`config.mk`:
```
export PLATFORM = sky130hd
export DESIGN_NAME = rr_grant_sequencer
export DESIGN_NICKNAME = d
export VERILOG_FILES = /design/src/rtl/rr_grant_sequencer.sv
export SDC_FILE = /design/constraint.sdc
export NUM_CORES = 1
export LEC_CHECK = 0
export ABC_CLOCK_PERIOD_IN_PS = 2500
export CAP_MARGIN = 20
export CORE_ASPECT_RATIO = 1.75
export CORE_MARGIN = 2
export CORE_UTILIZATION = 44
export CTS_BUF_LIST = sky130_fd_sc_hd__clkbuf_4 sky130_fd_sc_hd__clkbuf_8 sky130_fd_sc_hd__clkbuf_16
export DETAILED_ROUTE_END_ITERATION = 12
export PLACE_DENSITY = 0.72
export SETUP_SLACK_MARGIN = 0.15
export SLEW_MARGIN = 20
export SYNTH_ARGS = -nofsm -noshare
export SYNTH_HDL_FRONTEND = slang
export SYNTH_SLANG_ARGS = --single-unit
```
`constraint.sdc`:
```
create_clock -name clk -period 2.5 [get_ports clk]
set_input_delay 0.5 -clock clk [delete_from_list [all_inputs] [get_ports clk]]
set_output_delay 0.5 -clock clk [all_outputs]
set_load 0.01 [all_outputs]
```
`src/rtl/rr_grant_sequencer.sv`:
```
// rr_grant_sequencer: round-robin grant sequencer for one shared resource.
// A grant is held until the owner releases it, either by pulsing done or by
// dropping its request. The releasing owner then becomes lowest priority.
// Optional feature macro: RR_GRANT_TIMEOUT_EN. When it is defined, a grant that
// is held for HOLD_CYCLES cycles is revoked and timeout pulses for one cycle.
//
// state  | meaning
// S_IDLE | no grant outstanding, arbitrate on any request
// S_BUSY | one requester owns the resource, wait for its release
module rr_grant_sequencer #(
  parameter int WIDTH       = 8,
  parameter int HOLD_CYCLES = 16
) (
  input  logic                     clk,
  input  logic                     rst_n,
  input  logic [WIDTH-1:0]         req,
  input  logic                     done,
  output logic [WIDTH-1:0]         gnt,
  output logic                     gnt_valid,
  output logic [$clog2(WIDTH)-1:0] gnt_idx,
  output logic                     timeout
);

  localparam int IW = $clog2(WIDTH);

  typedef enum logic {S_IDLE, S_BUSY} state_t;

  state_t           r_state;
  logic [WIDTH-1:0] r_gnt;
  logic             r_gnt_valid;
  logic [IW-1:0]    r_gnt_idx;
  logic [WIDTH-1:0] r_last;

  logic [WIDTH-1:0] w_mask;
  logic [WIDTH-1:0] w_req_masked;
  logic [WIDTH-1:0] w_cand;
  logic [WIDTH-1:0] w_win;
  logic [IW-1:0]    w_win_idx;
  logic             w_natural;
  logic             w_expire;
  logic             w_release;
  logic             w_grant;

  // Bits below a one-hot value, built as a lower-thermometer chain
  function automatic logic [WIDTH-1:0] f_thermo(input logic [WIDTH-1:0] v);
    logic [WIDTH-1:0] t;
    t[0] = ~v[0];
    for (int i = 1; i < WIDTH; i++) t[i] = t[i-1] & ~v[i];
    return t;
  endfunction

  function automatic logic [WIDTH-1:0] f_lowest(input logic [WIDTH-1:0] v);
    logic [WIDTH-1:0] r;
    logic             found;
    r     = '0;
    found = 1'b0;
    for (int i = 0; i < WIDTH; i++) begin
      if (v[i] && !found) begin
        r[i]  = 1'b1;
        found = 1'b1;
      end
    end
    return r;
  endfunction

  function automatic logic [IW-1:0] f_index(input logic [WIDTH-1:0] oh);
    logic [IW-1:0] r;
    r = '0;
    for (int i = 0; i < WIDTH; i++) if (oh[i]) r = IW'(i);
    return r;
  endfunction

  // Only requesters strictly above the last grant get first pick; otherwise wrap to bit 0
  assign w_mask       = ~(f_thermo(r_last) | r_last);
  assign w_req_masked = req & w_mask;
  assign w_cand       = (|w_req_masked) ? w_req_masked : req;
  assign w_win        = f_lowest(w_cand);
  assign w_win_idx    = f_index(w_win);

  // done wins over a still-high request; a dropped request also releases
  assign w_natural = done | ~(|(req & r_gnt));
  assign w_release = (r_state == S_BUSY) && (w_natural || w_expire);
  assign w_grant   = ((r_state == S_IDLE) || w_release) && (|req);

`ifdef RR_GRANT_TIMEOUT_EN
  localparam int CW = (HOLD_CYCLES > 1) ? $clog2(HOLD_CYCLES) : 1;
  localparam logic [CW-1:0] HOLD_LOAD = CW'(HOLD_CYCLES - 1);

  logic [CW-1:0] r_hold_cnt;
  logic          r_timeout;

  assign w_expire = (r_hold_cnt == '0);
  assign timeout  = r_timeout;

  // Reload the hold timer on every grant, count down while the owner keeps it
  always_ff @(posedge clk or negedge rst_n) begin
    if (!rst_n) begin
      r_hold_cnt <= '0;
    end else if (w_grant) begin
      r_hold_cnt <= HOLD_LOAD;
    end else if ((r_state == S_BUSY) && (r_hold_cnt != '0)) begin
      r_hold_cnt <= r_hold_cnt - 1'b1;
    end
  end
`else
  localparam int unused_hold_cycles = HOLD_CYCLES;

  assign w_expire = 1'b0;
  assign timeout  = 1'b0;
`endif

  // Grant FSM with registered grant, index, valid and timeout outputs
  always_ff @(posedge clk or negedge rst_n) begin
    if (!rst_n) begin
      r_state     <= S_IDLE;
      r_gnt       <= '0;
      r_gnt_valid <= 1'b0;
      r_gnt_idx   <= '0;
      r_last      <= {1'b1, {(WIDTH-1){1'b0}}};
`ifdef RR_GRANT_TIMEOUT_EN
      r_timeout   <= 1'b0;
`endif
    end else begin
`ifdef RR_GRANT_TIMEOUT_EN
      r_timeout <= w_release && !w_natural;
`endif
      case (r_state)
        S_IDLE: begin
          if (w_grant) begin
            r_state     <= S_BUSY;
            r_gnt       <= w_win;
            r_gnt_valid <= 1'b1;
            r_gnt_idx   <= w_win_idx;
            r_last      <= w_win;
          end
        end
        S_BUSY: begin
          if (w_grant) begin
            r_gnt     <= w_win;
            r_gnt_idx <= w_win_idx;
            r_last    <= w_win;
          end else if (w_release) begin
            r_state     <= S_IDLE;
            r_gnt       <= '0;
            r_gnt_valid <= 1'b0;
            r_gnt_idx   <= '0;
          end
        end
        default: begin
          r_state     <= S_IDLE;
          r_gnt       <= '0;
          r_gnt_valid <= 1'b0;
          r_gnt_idx   <= '0;
        end
      endcase
    end
  end

  assign gnt       = r_gnt;
  assign gnt_valid = r_gnt_valid;
  assign gnt_idx   = r_gnt_idx;

endmodule

```
## After elaboration in Yosys (flattened, before gate mapping)

Cells that the tools add are included.

- Output and inout port bits: 13
- Input port bits: 11
- Word-level logic and storage cells: 91
- Register bits after elaboration: 21

- Muxes and demuxes: 38
- Reduce and logical (&&, ||, !) cells: 22
- Bitwise operators: 22
- Equal/unequal tests: 4

Operators with widths:

| cell | count |
|---|---|
| 8-bit 2-to-1 mux | 4 |
| 3-bit 2-to-1 mux | 9 |
| 8-bit OR reduction | 3 |
| 1-bit 2-to-1 mux | 21 |
| 8-bit AND | 2 |
| 8-bit one-hot mux with 2 select lines | 1 |
| 1-bit NOT | 10 |
| 1-bit logical AND | 9 |
| 8-bit NOT | 1 |
| 8-bit bitwise OR | 1 |
| 1-bit AND | 7 |
| 1-bit logical NOT | 7 |
| 3-bit one-hot mux with 2 select lines | 1 |
| 2-bit != test, second input constant | 2 |
| 1-bit one-hot mux with 2 select lines | 2 |
| 3-bit by 1-bit != test with 1-bit output, second input constant | 1 |
| 3-bit AND reduction | 1 |
| 2-bit by 1-bit != test with 1-bit output, second input constant | 1 |
| 2-bit AND reduction | 1 |
| 1-bit logical OR | 1 |
| 1-bit bitwise OR | 1 |

## Depth between registers and ports, before layout

Gate-level depths: netlist of run 1.

- Depth after elaboration: 38
- Gate-level depth with buffers: 9
- Gate-level depth less buffers: 7

## Worst setup path after synthesis of run 1

No wires, ideal clock.

- Kind: register to register
- Start point: reg r_last[1]
- End point: reg r_gnt_idx[0], in the netlist gnt_idx[0]
- Setup slack: 180 ps
- Cell stages (with the launch flop): 8
- Setup time: 126 ps
- Buffers on the path: 1
- Required time: 2374 ps
- Clock period less this slack: 2320 ps
- Arrival time: 2194 ps
- Cells stage by stage: dfrtp_1 -> buf_6 -> or4_4 -> o21ai_2 -> nand2_1 -> a22o_1 -> o41a_1 -> a221o_1

- Longest elaborated chain between the ends: 38
- Elaborated cells between the ends (all ways): 51
- Classes of those cells: mux: 25; bitwise: 11; reduce/logical: 15

Ends and longest elaborated chain:

| what | line | text |
|---|---|---|
| start: declaration | 32 | `logic [WIDTH-1:0] r_last;` |
| start signal: assignment | 119 | `r_last <= {1'b1, {(WIDTH-1){1'b0}}};` |
| start signal: assignment | 134 | `r_last <= w_win;` |
| start signal: assignment | 141 | `r_last <= w_win;` |
| 1-bit NOT | 48 | `for (int i = 1; i < WIDTH; i++) t[i] = t[i-1] & ~v[i];` |
| 1-bit AND (7 in series) | 48 |  |
| 8-bit bitwise OR (*) | 74 | `assign w_mask = ~(f_thermo(r_last) \| r_last);` |
| 8-bit NOT (*) | 74 |  |
| 8-bit AND (*) | 75 | `assign w_req_masked = req & w_mask;` |
| 8-bit OR reduction | 76 | `assign w_cand = (\|w_req_masked) ? w_req_masked : req;` |
| 8-bit 2-to-1 mux (*) | 76 |  |
| 1-bit 2-to-1 mux | 58 | `if (v[i] && !found) begin` |
| [... 16 more ...] | -- |  |
| 1-bit logical AND | 58 |  |
| 1-bit 2-to-1 mux | 58 |  |
| 1-bit logical NOT | 58 |  |
| 1-bit logical AND | 58 |  |
| 1-bit 2-to-1 mux | 58 |  |
| 3-bit 2-to-1 mux (*) | 69 | `for (int i = 0; i < WIDTH; i++) if (oh[i]) r = IW'(i);` |
| 3-bit 2-to-1 mux, on equally long branches | 138, 129 |  |
| 3-bit one-hot mux with 2 select lines (*) | 127 | `case (r_state)` |
| end signal: assignment | 133 | `r_gnt_idx <= w_win_idx;` |
| end signal: assignment | 140 | `r_gnt_idx <= w_win_idx;` |
| end: declaration | 31 | `logic [IW-1:0] r_gnt_idx;` |

Mark *: on every way between the ends. The rest lies on a longest branch, timed or not. The select of a mux whose other input is x is not followed.
A chain may end at the register's enable or synchronous reset.

## Worst setup path in the final report of run 1

- Start point: in req[4]
- End point: reg r_gnt_idx[0], in the netlist gnt_idx[0]

- Longest elaborated chain between the ends: 28
- Elaborated cells between the ends (all ways): 52
- Classes of those cells: eq/ne: 2; mux: 25; bitwise: 4; reduce/logical: 21

Ends and longest elaborated chain:

| what | line | text |
|---|---|---|
| start: declaration | 16 | `input logic [WIDTH-1:0] req,` |
| 8-bit AND | 75 |  |
| 8-bit OR reduction | 76 |  |
| 8-bit 2-to-1 mux | 76 |  |
| 1-bit 2-to-1 mux | 58 |  |
| 1-bit logical NOT | 58 |  |
| 1-bit logical AND | 58 |  |
| 1-bit 2-to-1 mux | 58 |  |
| 1-bit logical NOT | 58 |  |
| [... 12 more ...] | -- |  |
| 1-bit logical AND | 58 |  |
| 1-bit 2-to-1 mux | 58 |  |
| 1-bit logical NOT | 58 |  |
| 1-bit logical AND | 58 |  |
| 1-bit 2-to-1 mux | 58 |  |
| 3-bit 2-to-1 mux | 69 |  |
| 3-bit 2-to-1 mux, on equally long branches | 138, 129 |  |
| 3-bit one-hot mux with 2 select lines | 127 |  |

Several ways; a longest one is shown, not always the timed one. The select of a mux whose other input is x is not followed.

==> flow_summary.ini, run 1 <==
[status]
outcome = completed

[grt]
grt_use_total = 0.265
antenna_found_initial = 0
grt_pass1_vias = 1386
overflow = 0
grt_max_degree = 22
grt_pass1_wl_mm = 6.42

[timing]
finalHoldViolCount = 0
timing.final.ws_setup_ns = 0.149
finalCritPeriodShare = 0.940
timing.fmax_mhz = 425
finalSetupViolations = 0
slew_violations = 0
period_needed_ns = 2.35
whs_ns = 0.475
fin_skew_ns = 0.00191
rsz0062_at_grt = yes

[power]
ir_drop_v = 0.000755
pwr-share-clk = 0.083
internal-power_w = 0.00160
switching_share = 0.414
p_per_area_nw_per_um2 = 1430
pwr-share-seq = 0.228
power_frac_comb = 0.689
switchingPower_w = 0.00113
leakagePower_nw = 0.937

[clock_network]
clock_tree.buffer_depth = 2
clock-root-buffer = clkbuf_8
cts_tree = done
clock-sinks = 21
cts_buffers = 3
insertion_delay_ns = 0.25
clk_pin_slew_ns = 0.07
htree_levels = 1

[setup_path]
endpoint_kind = flip-flop
crit_start = req[4]
startpoint_type = input port
arrival_ns = 2.49
r2r-start = r_last[0]
reg2reg_depth = 9
path_class = input port to flip-flop
path_max_fanout = 4
critPathRequiredTime_ns = 2.64

[hold_path]
hold_path.class = flip-flop to flip-flop
holdCritStartpoint = r_state
hold_depth = 1

[logic_synthesis]
ys_ff_latch = 21
ys.flop_type = dfrtp_1
synth_edf_count = 0
synth.distinct_cells = 44
yosysSeqAreaShare = 0.427
synth_area_per_cell_sq_um = 9.22
synth_area_sq_um = 1230
async_reset_ff_frac = 1.00
postSynthCellCount = 134
synthesis.nets = 145
yosys_warnings = 0

[die]
core_sq_um = 2690
core.rowCount = 25
die_h_microns = 74.1
initial_core_util = 0.459
io_pins = 24
die_area_sq_um = 3260
die_x_microns = 44.0

[finish]
drive_gt1_frac = 0.366
antenna_cells = 0
syn2layout_area_growth_pct = 54.2
final_area_sq_um = 1900
nNetsFinal = 203
final_core_util = 0.708

[routing]
drc = 0
routedWlPerCell_microns = 17.7
routed_wl_mm = 3.87
first_iter_violations = 42
vias = 1320
ant_nets = 0
dr.pass1.iters = 4
vias_per_cell = 6.06

[placed_design]
place_area_sq_um = 1670
pre_cts_ws_ns = -0.268
io_buffer_count = 22
gp_congestion = 0.892
hpwl_mm = 2.90

[run]
drv_cap = 0
[power by group through the flow]
stage	sequential (W)	clock (W)	combinational [W]
2_1_floorplan	0.000602	0	0.000880
3_3_place_gp	0.000595	0	0.00150
3_5_place_dp	0.000603	0	0.00155
4_1_cts	0.000609	0.000234	0.00172
5_1_grt	0.000636	0.000244	0.00205
6_report	0.000622	0.000226	0.00188
[flip-flops by register name, summed over array words and instances (netlist names)]
register	cells
gnt	8
gnt_idx	3
gnt_valid	1
r_last	8
r_state	1
[kinds of logic (layout without fill, tap and decap cells)]
group | count (synthesis) | count (layout) | share of synthesized area
simple gates | 46 | 46 | 0.196
flops | 21 | 21 | 0.427
compound gates | 53 | 53 | 0.314
buf+inv | 11 | 68 | 0.0436
mux | 2 | 2 | 0.0172
other cells | 1 | 1 | 0.00304
[cell usage after synthesis (4+ instances only)]
cell type | number | area, sq um
dfrtp_1 | 20 | 500
a21o_1 | 13 | 97.6
nor2_1 | 10 | 37.5
nand2_1 | 9 | 33.8
o21ai_0 | 9 | 45.0
inv_1 | 6 | 22.5
nor2b_1 | 6 | 37.5
a22o_1 | 5 | 43.8
nor4_1 | 5 | 31.3
a22oi_1 | 4 | 30.0
and2_1 | 4 | 25.0
o211ai_1 | 4 | 30.0
[layout by cell type, fill, tap and decap left out, types with 2 or more instances in the layout]
| cell type | netlist | layout |
|---|---|---|
| nor2_2 | 1 | 2 |
| nor2_1 | 10 | 7 |
| nor3_1 | 3 | 2 |
| nor2b_4 | 0 | 3 |
| clkdlybuf4s50_1 | 0 | 19 |
| a21o_1 | 13 | 13 |
| nand3_1 | 2 | 2 |
| nand2_1 | 9 | 9 |
| dlygate4sd2_1 | 0 | 3 |
| nor4_2 | 0 | 5 |
| a22oi_1 | 4 | 2 |
| nor2_4 | 0 | 2 |
| inv_1 | 6 | 6 |
| o22ai_2 | 0 | 2 |
| a22oi_2 | 0 | 2 |
| clkbuf_8 | 0 | 3 |
| nor2b_2 | 0 | 3 |
| a21oi_1 | 3 | 3 |
| buf_4 | 1 | 35 |
| o21ai_0 | 9 | 8 |
| dfrtp_1 | 20 | 19 |
| and2_4 | 0 | 3 |
| a22o_1 | 5 | 5 |
| o211ai_1 | 4 | 4 |
[timing repair]
| action | 4_1_cts | 5_1_grt |
|---|---|---|
| setup endpoints to repair | 14 | 11 |
| resized for setup | 22 | 14 |
| pin swaps | 8 | 11 |
| setup buffers | 6 | 2 |
| hold buffers | 0 | 0 |
| cloned | 0 | 0 |
[routing by layer]
| metal | share of wire | vias up | GRT usage |
|---|---|---|---|
| met5 | 0 | - | 0 |
| met4 | 0.026 | 0 | 0.131 |
| met3 | 0.041 | 11 | 0.0243 |
| met2 | 0.55 | 48 | 0.453 |
| met1 | 0.38 | 645 | 0.328 |
| li1 | - | 616 | - |
[cell type report]
class / count / area [sq um]
clock buffer: 4 / 48.8
multi-input combinational: 102 / 781
tap: 27 / 33.8
inverter: 6 / 22.5
timing repair buffer: 58 / 490
fill: 209 / 786
sequential: 21 / 528
[stage by stage]
stage                     instances  power, W  setup TNS, ns
after floorplan                 134   0.00148              0
after global placement          206   0.00209          -1.59
after detailed placement        206   0.00215          -2.63
after CTS                       216   0.00256              0
after global routing            218   0.00293              0
final                           218   0.00272              0
[critical path: stages]
cell and delay, ns:
clkdlybuf4s50_1 0.48, nor2b_2 0.20, nor4_2 0.07, a21o_1 0.20, and2_4 0.16, a21o_1 0.17
o41a_1 0.41, a221o_1 0.31
[path summary, 6_finish.rpt]
path / endpoint / slack [ns]
min in group asynchronous: gnt_valid / 0.58
max in group asynchronous: r_last[7] / 1.65
setup reg to reg: gnt_idx[0] / 0.21
setup / recovery: gnt_idx[0] / 0.15
hold reg to reg: gnt_valid / 0.47
hold / removal: gnt_valid / 0.47
No activity file was read; power rests on OpenSTA's default activity.
==> run 2, diff against run 1 <==
--- a/config.mk
+++ b/config.mk
@@ -14,7 +14,7 @@
 export DETAILED_ROUTE_END_ITERATION = 12
 export PLACE_DENSITY = 0.72
 export SETUP_SLACK_MARGIN = 0.15
-export SLEW_MARGIN = 20
+export SLEW_MARGIN = 5
 export SYNTH_ARGS = -nofsm -noshare
 export SYNTH_HDL_FRONTEND = slang
 export SYNTH_SLANG_ARGS = --single-unit
==> results of run 2 <==
No change in the layout: final DEF, timing and power equal those of run 1.
==> run 3, diff against run 2 <==
--- a/config.mk
+++ b/config.mk
@@ -7,13 +7,13 @@
 export LEC_CHECK = 0
 export ABC_CLOCK_PERIOD_IN_PS = 2500
 export CAP_MARGIN = 20
-export CORE_ASPECT_RATIO = 1.75
-export CORE_MARGIN = 2
+export CORE_MARGIN = 5
 export CORE_UTILIZATION = 44
 export CTS_BUF_LIST = sky130_fd_sc_hd__clkbuf_4 sky130_fd_sc_hd__clkbuf_8 sky130_fd_sc_hd__clkbuf_16
 export DETAILED_ROUTE_END_ITERATION = 12
 export PLACE_DENSITY = 0.72
 export SETUP_SLACK_MARGIN = 0.15
+export SKIP_LAST_GASP = 1
 export SLEW_MARGIN = 5
 export SYNTH_ARGS = -nofsm -noshare
 export SYNTH_HDL_FRONTEND = slang
==> flow_summary.ini, run 3 (synthesis results as in run 1) <==
[status]
outcome = complete, but fails checks
failed_checks = negative setup slack

[finish]
fillers = 205
finalNonFillerCells = 225
syn2layout_area_growth_pct = 54.2
final_area_sq_um = 1900
nNetsFinal = 206
final_common_cell = buf_4
final_core_util = 0.697
drive_gt1_frac = 0.314
antenna_cells = 0
mostFrequentLayoutCells = 35 x buf_4, 21 x clkdlybuf4s50_1, 20 x dfrtp_1, 13 x a21o_1

[routing]
dr.pass1.iters = 5
drc = 0
first_iter_violations = 83
vias = 1319
routed_wl_mm = 4.01
ant_nets = 0
routedWlPerCell_microns = 17.8
vias_per_cell = 5.86

[timing]
timing.final.ws_setup_ns = -0.0418
rsz0062_at_grt = yes
period_needed_ns = 2.54
finalHoldViolCount = 0
slew_violations = 0
max_slew_margin = 0.528
fin_skew_ns = 0.00184
finalSetupViolations = 2
finalCritPeriodShare = 1.02
worstMarginPinSlew_ns = 0.706
timing.fmax_mhz = 393

[setup_path]
path_max_fanout = 4
path_class = flip-flop to flip-flop
critPathRequiredTime_ns = 2.70
startpoint_type = flip-flop
worstReg2RegEnd = gnt_idx[0]
endpoint_kind = flip-flop
reg2reg_depth = 10
rrSetupSlack_ns = -0.04
r2r-start = r_last[0]
arrival_ns = 2.74

[placed_design]
gp_congestion = 0.925
io_buffer_count = 22
pre_cts_ws_ns = -0.347
hpwl_mm = 2.96
place_area_sq_um = 1700
post-place-cells = 214

[hold_path]
hold_path.class = flip-flop to flip-flop
holdPathEnd = gnt_valid
holdCritStartpoint = r_state
hold_depth = 1

[grt]
grt_use_total = 0.202
grt_pass1_vias = 1360
grt_pass1_wl_mm = 6.49
grt_max_degree = 17
antenna_found_initial = 0
overflow = 0

[die]
die_h_microns = 63.0
die_x_microns = 63.0
core_sq_um = 2730
core.rowCount = 19
io_pins = 24
die_area_sq_um = 3970
initial_core_util = 0.452

[power]
p_per_area_nw_per_um2 = 1440
power_frac_comb = 0.717
ir_drop_v = 0.000944
pwr-share-seq = 0.218
pwr-share-clk = 0.065
leakagePower_nw = 0.939
switching_share = 0.425
internal-power_w = 0.00158
switchingPower_w = 0.00117

[clock_network]
cts_tree = done
clk_pin_slew_ns = 0.12
insertion_delay_ns = 0.30
htree_levels = 1
cts_buffers = 3
hold_buffers = 0
clock_tree.buffer_depth = 2
clock-sinks = 21
clock-root-buffer = clkbuf_4

[run]
drv_cap = 0
-- run 3: cell types whose count changed in the layout (fill, tap and decap cells not counted), sizes merged --
cell	before	now
buf	36	39
dlymetal6s2s	0	1
clkdlybuf4s50	19	21
dlygate4sd2	3	0
-- run 3: stage by stage --
step / hold slack, ns / TNS (ns) / power, W
after floorplan: 0.204 / 0 / 0.00148
after global placement: 0.461 / -2.31 / 0.00212
after detailed placement: 0.475 / -2.95 / 0.00217
after CTS: 0.486 / 0 / 0.00248
after global routing: 0.525 / -0.204 / 0.00292
final: 0.480 / -0.0465 / 0.00275
-- run 3: power groups by stage --
stage,clock (W),combinational [W],sequential (W)
6_report,0.000178,0.00197,0.000598
5_1_grt,0.000202,0.00210,0.000618
4_1_cts,0.000176,0.00171,0.000592
3_5_place_dp,0,0.00158,0.000585
3_3_place_gp,0,0.00155,0.000574
2_1_floorplan,0,0.000880,0.000602
-- run 3: worst max-delay path by stage --
| stage | slack [ns] | end | from |
|---|---|---|---|
| finish | -0.04 | gnt_idx[0] | r_last[0] |
| CTS | 0.07 | gnt_idx[0] | r_last[1] |
| floorplan | 0.18 | gnt_idx[0] | r_last[1] |
| global placement | -0.27 | gnt_idx[0] | req[7] |
| global route | -0.13 | gnt_idx[0] | r_last[0] |
| detailed placement | -0.35 | r_last[6] | req[7] |
-- run 3: final cells by class --
type                    instances  area, sq um  share of cell area
inverters                       6         22.5              0.0118
clock buffers                   4         30.0              0.0158
well taps                      31         38.8              0.0204
multi-input cells             102          756               0.397
flip-flops and latches         21          527               0.277
repair buffers                 61          531               0.279
-- run 3: what timing repair did --
action | in CTS | in global routing
cloned | 0 | 0
endpoints found under the setup margin | 8 | 15
resized for setup | 12 | 17
pin swaps | 9 | 15
setup buffers | 4 | 3
-- run 3: metal layers --
| layer | up-vias | track usage | routed length (microns) |
|---|---|---|---|
| li1 | 624 | - | - |
| met3 | 12 | 0.0378 | 258 |
| met2 | 50 | 0.340 | 1940 |
| met5 | - | 0 | 0 |
| met4 | 0 | 0.0584 | 102 |
| met1 | 633 | 0.260 | 1710 |
-- run 3: worst max-delay path, cell delays in order (launching register included) --
cell and delay (ns):
dfrtp_1 0.43, buf_6 0.13, or4_4 0.57, nor4_4 0.17, o211ai_1 0.20, o21ai_1 0.17
a22o_1 0.20, buf_6 0.13, nor4_2 0.04, buf_4 0.15, a221o_1 0.25
